[config.mk]
export PLATFORM = sky130hd
export DESIGN_NAME = uart_tx_fifo_feeder
export DESIGN_NICKNAME = d
export VERILOG_FILES = /design/src/rtl/uart_tx_fifo_feeder.sv
export SDC_FILE = /design/constraint.sdc
export NUM_CORES = 1
export LEC_CHECK = 0
export ABC_AREA = 0
export CAP_MARGIN = 20
export CORE_AREA = 2 2 107 109
export DETAILED_ROUTE_END_ITERATION = 8
export DIE_AREA = 0 0 109 111
export PLACE_DENSITY = 0.91
export SYNTH_ARGS = -nofsm -noshare
export SYNTH_HDL_FRONTEND = slang
export SYNTH_SLANG_ARGS = --single-unit
[constraint.sdc]
create_clock -name i_Clock -period 4.3 [get_ports i_Clock]
set_input_delay 0.645 -clock i_Clock [delete_from_list [all_inputs] [get_ports i_Clock]]
set_output_delay 0.645 -clock i_Clock [all_outputs]
set_load 0.05 [all_outputs]
[src/rtl/uart_tx_fifo_feeder.sv]
`timescale 1ns/1ps
// Circular byte FIFO that launches one frame at a time into the UART transmitter (DV/Active/Done).
// A write into an empty FIFO launches on the next edge; writes into a full FIFO are dropped with a one-cycle o_Overflow.
module uart_tx_fifo_feeder #(
    parameter int DEPTH          = 16,
    parameter int GAP_CLKS       = 0,
    parameter int ACTIVE_TIMEOUT = 8
) (
    input  logic                     i_Clock,
    input  logic                     i_Rst_n,
    input  logic                     i_Wr_DV,
    input  logic [7:0]               i_Wr_Byte,
    output logic                     o_Full,
    output logic                     o_Empty,
    output logic [$clog2(DEPTH):0]   o_Count,
    output logic                     o_Overflow,
    output logic                     o_TX_DV,
    output logic [7:0]               o_TX_Byte,
    input  logic                     i_TX_Active,
    input  logic                     i_TX_Done,
    output logic                     o_Busy
);

    localparam int AW = $clog2(DEPTH);
    localparam int CW = AW + 1;
    localparam int TW = $clog2(ACTIVE_TIMEOUT + 1);
    localparam int GW = (GAP_CLKS > 1) ? $clog2(GAP_CLKS) : 1;
    localparam bit HAS_GAP = (GAP_CLKS > 0);

    localparam logic [CW-1:0] DEPTH_C  = CW'(DEPTH);
    localparam logic [TW-1:0] TMO_LAST = TW'(ACTIVE_TIMEOUT - 1);
    localparam logic [GW-1:0] GAP_LAST = GW'((GAP_CLKS > 0) ? (GAP_CLKS - 1) : 0);

    typedef enum logic [1:0] {
        IDLE,
        LAUNCH_WAIT,
        TX_WAIT,
        GAP
    } state_t;

    state_t          state_q, state_d;
    logic [AW-1:0]   wr_ptr_q, wr_ptr_d;
    logic [AW-1:0]   rd_ptr_q, rd_ptr_d;
    logic [CW-1:0]   count_q, count_d;
    logic            full_q, full_d;
    logic            empty_q, empty_d;
    logic            ovf_q, ovf_d;
    logic            tx_dv_q, tx_dv_d;
    logic [7:0]      tx_byte_q, tx_byte_d;
    logic [TW-1:0]   tmo_q, tmo_d;
    logic [GW-1:0]   gap_q, gap_d;
    logic [7:0]      mem_q [DEPTH];

    logic            full_now;
    logic            wr_en;
    logic            pop;

    always_comb begin
        state_d   = state_q;
        wr_ptr_d  = wr_ptr_q;
        rd_ptr_d  = rd_ptr_q;
        tx_dv_d   = 1'b0;
        tx_byte_d = tx_byte_q;
        tmo_d     = tmo_q;
        gap_d     = gap_q;
        pop       = 1'b0;

        // Full is judged on the pre-edge count, so a same-cycle pop never frees a slot for the write.
        full_now  = (count_q == DEPTH_C);
        wr_en     = i_Wr_DV && !full_now;
        ovf_d     = i_Wr_DV && full_now;

        if (wr_en) begin
            wr_ptr_d = wr_ptr_q + AW'(1);
        end

        unique case (state_q)
            IDLE: begin
                if ((count_q != '0) && !i_TX_Active) begin
                    pop       = 1'b1;
                    tx_byte_d = mem_q[rd_ptr_q];
                    tx_dv_d   = 1'b1;
                    rd_ptr_d  = rd_ptr_q + AW'(1);
                    tmo_d     = '0;
                    state_d   = LAUNCH_WAIT;
                end
            end
            LAUNCH_WAIT: begin
                if (i_TX_Active) begin
                    state_d = TX_WAIT;
                end else begin
                    tmo_d = tmo_q + TW'(1);
                    if (tmo_q == TMO_LAST) begin
                        state_d = IDLE;
                    end
                end
            end
            TX_WAIT: begin
                if (i_TX_Done) begin
                    gap_d   = '0;
                    state_d = HAS_GAP ? GAP : IDLE;
                end
            end
            GAP: begin
                if (gap_q == GAP_LAST) begin
                    state_d = IDLE;
                end else begin
                    gap_d = gap_q + GW'(1);
                end
            end
            default: state_d = IDLE;
        endcase

        count_d = count_q + {{AW{1'b0}}, wr_en} - {{AW{1'b0}}, pop};
        full_d  = (count_d == DEPTH_C);
        empty_d = (count_d == '0);
    end

    always_ff @(posedge i_Clock or negedge i_Rst_n) begin
        if (!i_Rst_n) begin
            state_q   <= IDLE;
            wr_ptr_q  <= '0;
            rd_ptr_q  <= '0;
            count_q   <= '0;
            full_q    <= 1'b0;
            empty_q   <= 1'b1;
            ovf_q     <= 1'b0;
            tx_dv_q   <= 1'b0;
            tx_byte_q <= 8'h00;
            tmo_q     <= '0;
            gap_q     <= '0;
        end else begin
            state_q   <= state_d;
            wr_ptr_q  <= wr_ptr_d;
            rd_ptr_q  <= rd_ptr_d;
            count_q   <= count_d;
            full_q    <= full_d;
            empty_q   <= empty_d;
            ovf_q     <= ovf_d;
            tx_dv_q   <= tx_dv_d;
            tx_byte_q <= tx_byte_d;
            tmo_q     <= tmo_d;
            gap_q     <= gap_d;
        end
    end

    // Storage carries no reset; occupancy and pointers alone decide what is valid.
    always_ff @(posedge i_Clock) begin
        if (wr_en) begin
            mem_q[wr_ptr_q] <= i_Wr_Byte;
        end
    end

    assign o_Full     = full_q;
    assign o_Empty    = empty_q;
    assign o_Count    = count_q;
    assign o_Overflow = ovf_q;
    assign o_TX_DV    = tx_dv_q;
    assign o_TX_Byte  = tx_byte_q;
    assign o_Busy     = (state_q != IDLE) || !empty_q;

endmodule
== Word-level counts from Yosys, hierarchy flattened ==
Memories as Yosys holds them, arrays and structs flattened. A register that Yosys moved wholly into a read port is not among the register bits.
Cells that the tools add are included.

* Shift-type cells: 0
* Magnitude comparators: 0
* Reductions and logical operators: 18
* Bitwise operators: 0
* Muxes and demuxes: 16
* Equality and inequality tests: 11
* Div/mod/pow operators: 0
* Multipliers: 0
* Add/subtract/negate cells: 6

{| class="wikitable"
|+ Operator list
! operator !! count
|-
| adder 4 x 1 -> 4 bit (second input constant) || 3
|-
| == test 5 bit (second input constant) || 2
|-
| two-way mux 2 bit || 5
|-
| two-way mux 4 bit || 2
|-
| inequality test 2 bit (second input constant) || 4
|-
| case mux 2 bit (4 select lines) || 1
|-
| case mux 4 bit (2 select lines) || 1
|-
| two-way mux 1 bit || 6
|-
| nonzero test 2 bit || 3
|-
| adder 5 x 1 -> 5 bit || 1
|-
| zero test 5 bit || 1
|-
| nonzero test 5 bit || 1
|-
| subtractor 5 x 1 -> 5 bit || 1
|-
| == test 2 bit (second input constant) || 2
|-
| == test 4 x 3 -> 1 bit (second input constant) || 1
|-
| zero test 1 bit || 4
|-
| AND reduction 2 bit || 2
|-
| AND reduction 4 bit || 1
|-
| logical AND 1 bit || 3
|-
| inequality test 3 bit (second input constant) || 1
|-
| AND reduction 3 bit || 1
|-
| == test 2 x 1 -> 1 bit (second input constant) || 1
|-
| zero test 2 bit || 1
|-
| case mux 1 bit (2 select lines) || 1
|-
| other kinds (2) || 2
|}

* Bits in registers: 24
* Memories kept: 1
* Word-level logic and storage cells: 62
* Memory bits (read-only): 0
* Input bits: 13
* Latch bits: 0
* Output and inout bits: 18
* Bits in writable memories: 128

{| class="wikitable"
|+ Memory list
! name !! depth !! width !! read ports !! clocked after memory_dff !! wr ports !! line !! RTL
|-
| mem_q || 16 || 8 || 1 || 1 || 1 || 52 || <nowiki>logic [7:0] mem_q [DEPTH];</nowiki>
|}

== Longest topological paths before layout ==
* Depth after elaboration: 6
* Depth in mapped cells: 15
* Mapped depth without buffers: 14

== Least setup slack after synthesis ==
Ideal clock, no wire load.

* Path kind: register to register
* Start: register count_q[2] (netlist: o_Count[2])
* End: register full_q (netlist: o_Full)
* Setup slack: 0.929 ns
* Setup time: 0.100 ns
* Required time: 4.200 ns
* Stages on the path, launching flop included: 14
* Data arrival time: 3.271 ns
* Buffers on the path: 0
* Clock period less this slack: 3.371 ns
* Cells stage by stage: dfrtp_1 inv_1 ha_1 nor4b_1 or4_1 inv_1 ha_1 inv_1 ha_1 inv_1 fa_1 inv_1 or3_1 nor4bb_1

* Cells in the longest elaborated chain, start to end: 6
* Elaborated cells between the ends (all ways): 10
* Classes of those cells: add/sub: 2; eq/ne: 2; mux: 2; reduce/logical: 4

{| class="wikitable"
|+ RTL lines
! what !! line !! RTL
|-
| start, declared || 44 || <nowiki>logic [CW-1:0] count_q, count_d;</nowiki>
|-
| start signal, assigned || 136 || <nowiki>count_q <= count_d;</nowiki>
|-
| nonzero test 5 bit || 79 || <nowiki>if ((count_q != '0) && !i_TX_Active) begin</nowiki>
|-
| logical AND 1 bit || 79 ||
|-
| two-way mux 1 bit || 79 ||
|-
| two-way mux 1 bit || 77 || <nowiki>unique case (state_q)</nowiki>
|-
| named net pop || 56 || <nowiki>logic pop;</nowiki>
|-
| subtractor 5 x 1 -> 5 bit || 114 || <nowiki>count_d = count_q + {{AW{1'b0}}, wr_en} - {{AW{1'b0}}, pop};</nowiki>
|-
| named net count_d[1] || 44 ||
|-
| == test 5 bit || 115 || <nowiki>full_d = (count_d == DEPTH_C);</nowiki>
|-
| named net full_d || 45 || <nowiki>logic full_q, full_d;</nowiki>
|-
| end signal, assigned || 137 || <nowiki>full_q <= full_d;</nowiki>
|-
| end, declared || 45 ||
|}

The timed path passes the listed nets, and every way through them passes these cells.
A chain may end at the register's enable or synchronous reset.

== Worst setup path in the final report ==
* Start: input i_TX_Active
* End: register full_q (netlist: o_Full)

* Cells in the longest elaborated chain, start to end: 6

{| class="wikitable"
|+ RTL lines
! what !! line !! RTL
|-
| start, declared || 19 || <nowiki>input logic i_TX_Active,</nowiki>
|-
| zero test 1 bit || 79 ||
|-
| logical AND 1 bit || 79 ||
|-
| two-way mux 1 bit || 79 ||
|-
| two-way mux 1 bit || 77 ||
|-
| named net pop || 56 ||
|-
| subtractor 5 x 1 -> 5 bit || 114 ||
|-
| named net count_d[1] || 44 ||
|-
| == test 5 bit || 115 ||
|-
| named net full_d || 45 ||
|}

The timed path passes the listed nets, and every way through them passes these cells.

==> results.toml <==
[yosys]
yosys.area_share.simple = 0.0467
ys_seq_elements = 159
yosysTopAreaCellShare = 0.593
synth_top_family_by_area = "multiplexers"
synth.distinct_cells = 40
synth_area_per_cell_sq_um = 18.6
ys_warn_count = 0
synth-edff-count = 128
synth.most_common_cell = "edfxtp_1"
synth_adder_area_share = 0.0262
synth_mux_area_frac = 0.150
synth-main-ff-cell = "edfxtp_1"
ys_top_cells_by_count = "edfxtp_1 (128), dfrtp_1 (30), mux4_2 (24)"
synth_compound_area_frac = 0.0214
synth_cells = 348
syn_area_sq_um = 6480
syn-num-nets = 374
seq_area_frac_synth = 0.713
async_flop_share = 0.195
synth_area_leaders = "edfxtp_1 (59%), dfrtp_1 (12%), mux4_2 (8.3%), mux4_1 (3.2%), ha_1 (2.3%)"
yosysTopAreaCell = "edfxtp_1"
synth_xor_area_frac = 0.0149

[worst_hold_path]
hp-start = "o_TX_Byte[3]"
hold_path_end = "o_TX_Byte[3]"
hp-class = "reg2reg"
min_path_cells = 2

[route]
dr.first_iter.drc_count = 336
wl_per_cell_um = 21.8
drt_pre_antenna_iters = 5
wl_um = 11900
detail-route-antenna-nets = 0
drt-vias-per-instance = 5.96
vias = 3256
drc = 0

[layout]
instances_no_fill = 546
multi_input_area_sq_um = 1680
fillers = 659
finalCoreUtilization = 0.676
area_growth_pct = 15.5
regArea_sq_um = 4620
drive_above_1_share = 0.174
diodes = 0
finalInstanceArea_sq_um = 7490
final_net_count = 416

[timing]
setup_violations = 0
finalCritPeriodShare = 0.793
maxSlewViolCount = 0
slew_headroom = 0.432
min_period_ns = 3.41
tightestPinTransition_ns = 0.849
timing.final.ws_setup_ns = 0.891
rsz0062_at_grt = "no"
holdWs_ns = 0.491
clock-skew-final_ns = 0.00666
max_freq_mhz = 293
setup-tns-final_ns = 0
hold_viol = 0

[place]
dp_slack_ns = 0.612
dpl_cell_area_sq_um = 6910
placed_cells = 513
gp_routability_congestion = 0.760
io_buffer_count = 30
post-dp-hpwl_um = 7330

[worst_setup_path]
reg2regPathDepth = 13
crit_type = "in2reg"
r2r-end = "o_Full"
endpoint_kind = "register"
crit_required_ns = 4.62
cp_common_cell = "inv_1"
slowest_stage = "or4_1"
worstPathCellList = "clkdlybuf4s50_1 -> or4_1 -> inv_1 -> ha_1 -> inv_1 -> ha_1 -> inv_1 -> fa_1 -> inv_1 -> or3_1 -> nor4bb_1"
path_delay_family = "simple AND/OR/NAND/NOR gates"
regToRegSetupSlack_ns = 0.90
r2r-start = "o_Count[2]"
critPathBufInv = 5
cp_data_arrival_time_ns = 3.73
cp-start-kind = "input port"
path_depth = 11
slowest_delay_ns = 0.57
crit_fanout = 7

[clock_network]
cts.htree.levels = 4
cts_made_buffers = 17
post_cts_resized = 0
hold_buffers = 0
cts_root_buf = "clkbuf_16"
cts.sinks = 159
cts_tree = "yes"
postCtsSetupRepairBufs = 0
clock_latency_ns = 0.42
cts_buffer_depth = 2
clkTransAtPathRegs_ns = 0.06

[power]
total_power_mw = 5.32
power_density_nw_per_um2 = 710
p_leak_nw = 2.67
ir_worst_vdd_mv = 0.479

[grt]
grt_pass1_vias = 3442
antenna_found_initial = 0
grt_pass1_wl_um = 18900
gr-total-overflow = 0
grt_use_total = 0.221
grt_max_degree = 36

[floorplanning]
die_area_sq_um = 12100
ioPinCount = 31
fp.dieW_um = 109
initial_core_util = 0.585
coreArea_sq_um = 11100
die_h_um = 111
rows = 39

[run]
cap_violations = 0

[status]
status = "completed"
## kinds of logic (layout without fill, tap and decap cells)
| group | Yosys count | in the layout |
|---|---|---|
| mux | 53 | 53 |
| simple gates | 56 | 56 |
| fa+ha+maj | 13 | 13 |
| flops | 159 | 159 |
| xor+xnor | 11 | 11 |
| buf+inv | 34 | 89 |
| compound gates | 22 | 22 |
## flip-flops by register name, indices dropped and copies added (netlist names)
register    flops
o_TX_Byte       8
state_q         2
o_Full          1
o_Count         5
tmo_q           4
o_Empty         1
mem_q         128
o_TX_DV         1
rd_ptr_q        4
o_Overflow      1
wr_ptr_q        4
## worst max path at each step
stage	from	endpoint	slack (ns)
after global placement	i_TX_Active	o_Full	0.70
after global routing	o_Count[2]	o_Full	0.70
after CTS	o_Count[2]	o_Full	0.87
after detailed placement	i_TX_Active	o_Full	0.61
final	i_TX_Active	o_Full	0.89
after floorplan	o_Count[2]	o_Full	0.93
## cell type report
cell class | instances | share of cell area
clock buffers | 22 | 0.0633
flip-flops and latches | 159 | 0.617
well taps | 143 | 0.0239
multi-input cells | 155 | 0.224
inverters | 18 | 0.00902
repair buffers | 39 | 0.0508
clock inverters | 10 | 0.0117
## power by group
part | internal [mW] | leakage (nW) | total, mW | switching, mW
registers | 1.93 | 1.54 | 2.14 | 0.214
logic | 0.793 | 0.865 | 1.77 | 0.981
clock network | 0.838 | 0.268 | 1.40 | 0.563
total | 3.56 | 2.67 | 5.32 | 1.76
## per-layer routing
metal  GRT usage  part of all wire  up-vias
met2       0.351              0.52      131
li1            -                 -     1439
met1       0.298              0.41     1672
met5           0                 0        -
met4      0.0752             0.015        0
met3      0.0582             0.059       14
## cells in the final DEF, fill, tap and decap left out, types with 3 or more instances in the layout
master           synthesis  final
ha_1                    12     12
a22o_1                   3      3
a21oi_1                  4      4
nor3b_1                  3      3
clkinvlp_4               0      3
mux2i_1                 14     14
inv_1                   18     18
a211o_1                  3      3
xnor2_1                  8      8
o21ai_0                  8      8
nor2_1                   8      8
mux4_1                   8      8
mux4_2                  24     24
nand2_1                 17     17
mux2_2                   7      7
dfrtp_1                 30     29
clkbuf_8                 0      3
nor4_1                   4      4
xor2_1                   3      3
clkbuf_16                0     17
and2_1                  10     10
clkdlybuf4s50_1          0     30
buf_4                    3      8
edfxtp_1               128    128
nand4_1                  3      3
## worst min-delay path: stages, from the launching register on
cell	delay [ns]
dfrtp_1	0.35
nand2_1	0.05
o21ai_0	0.06
Power figures use the tool's default switching activity.
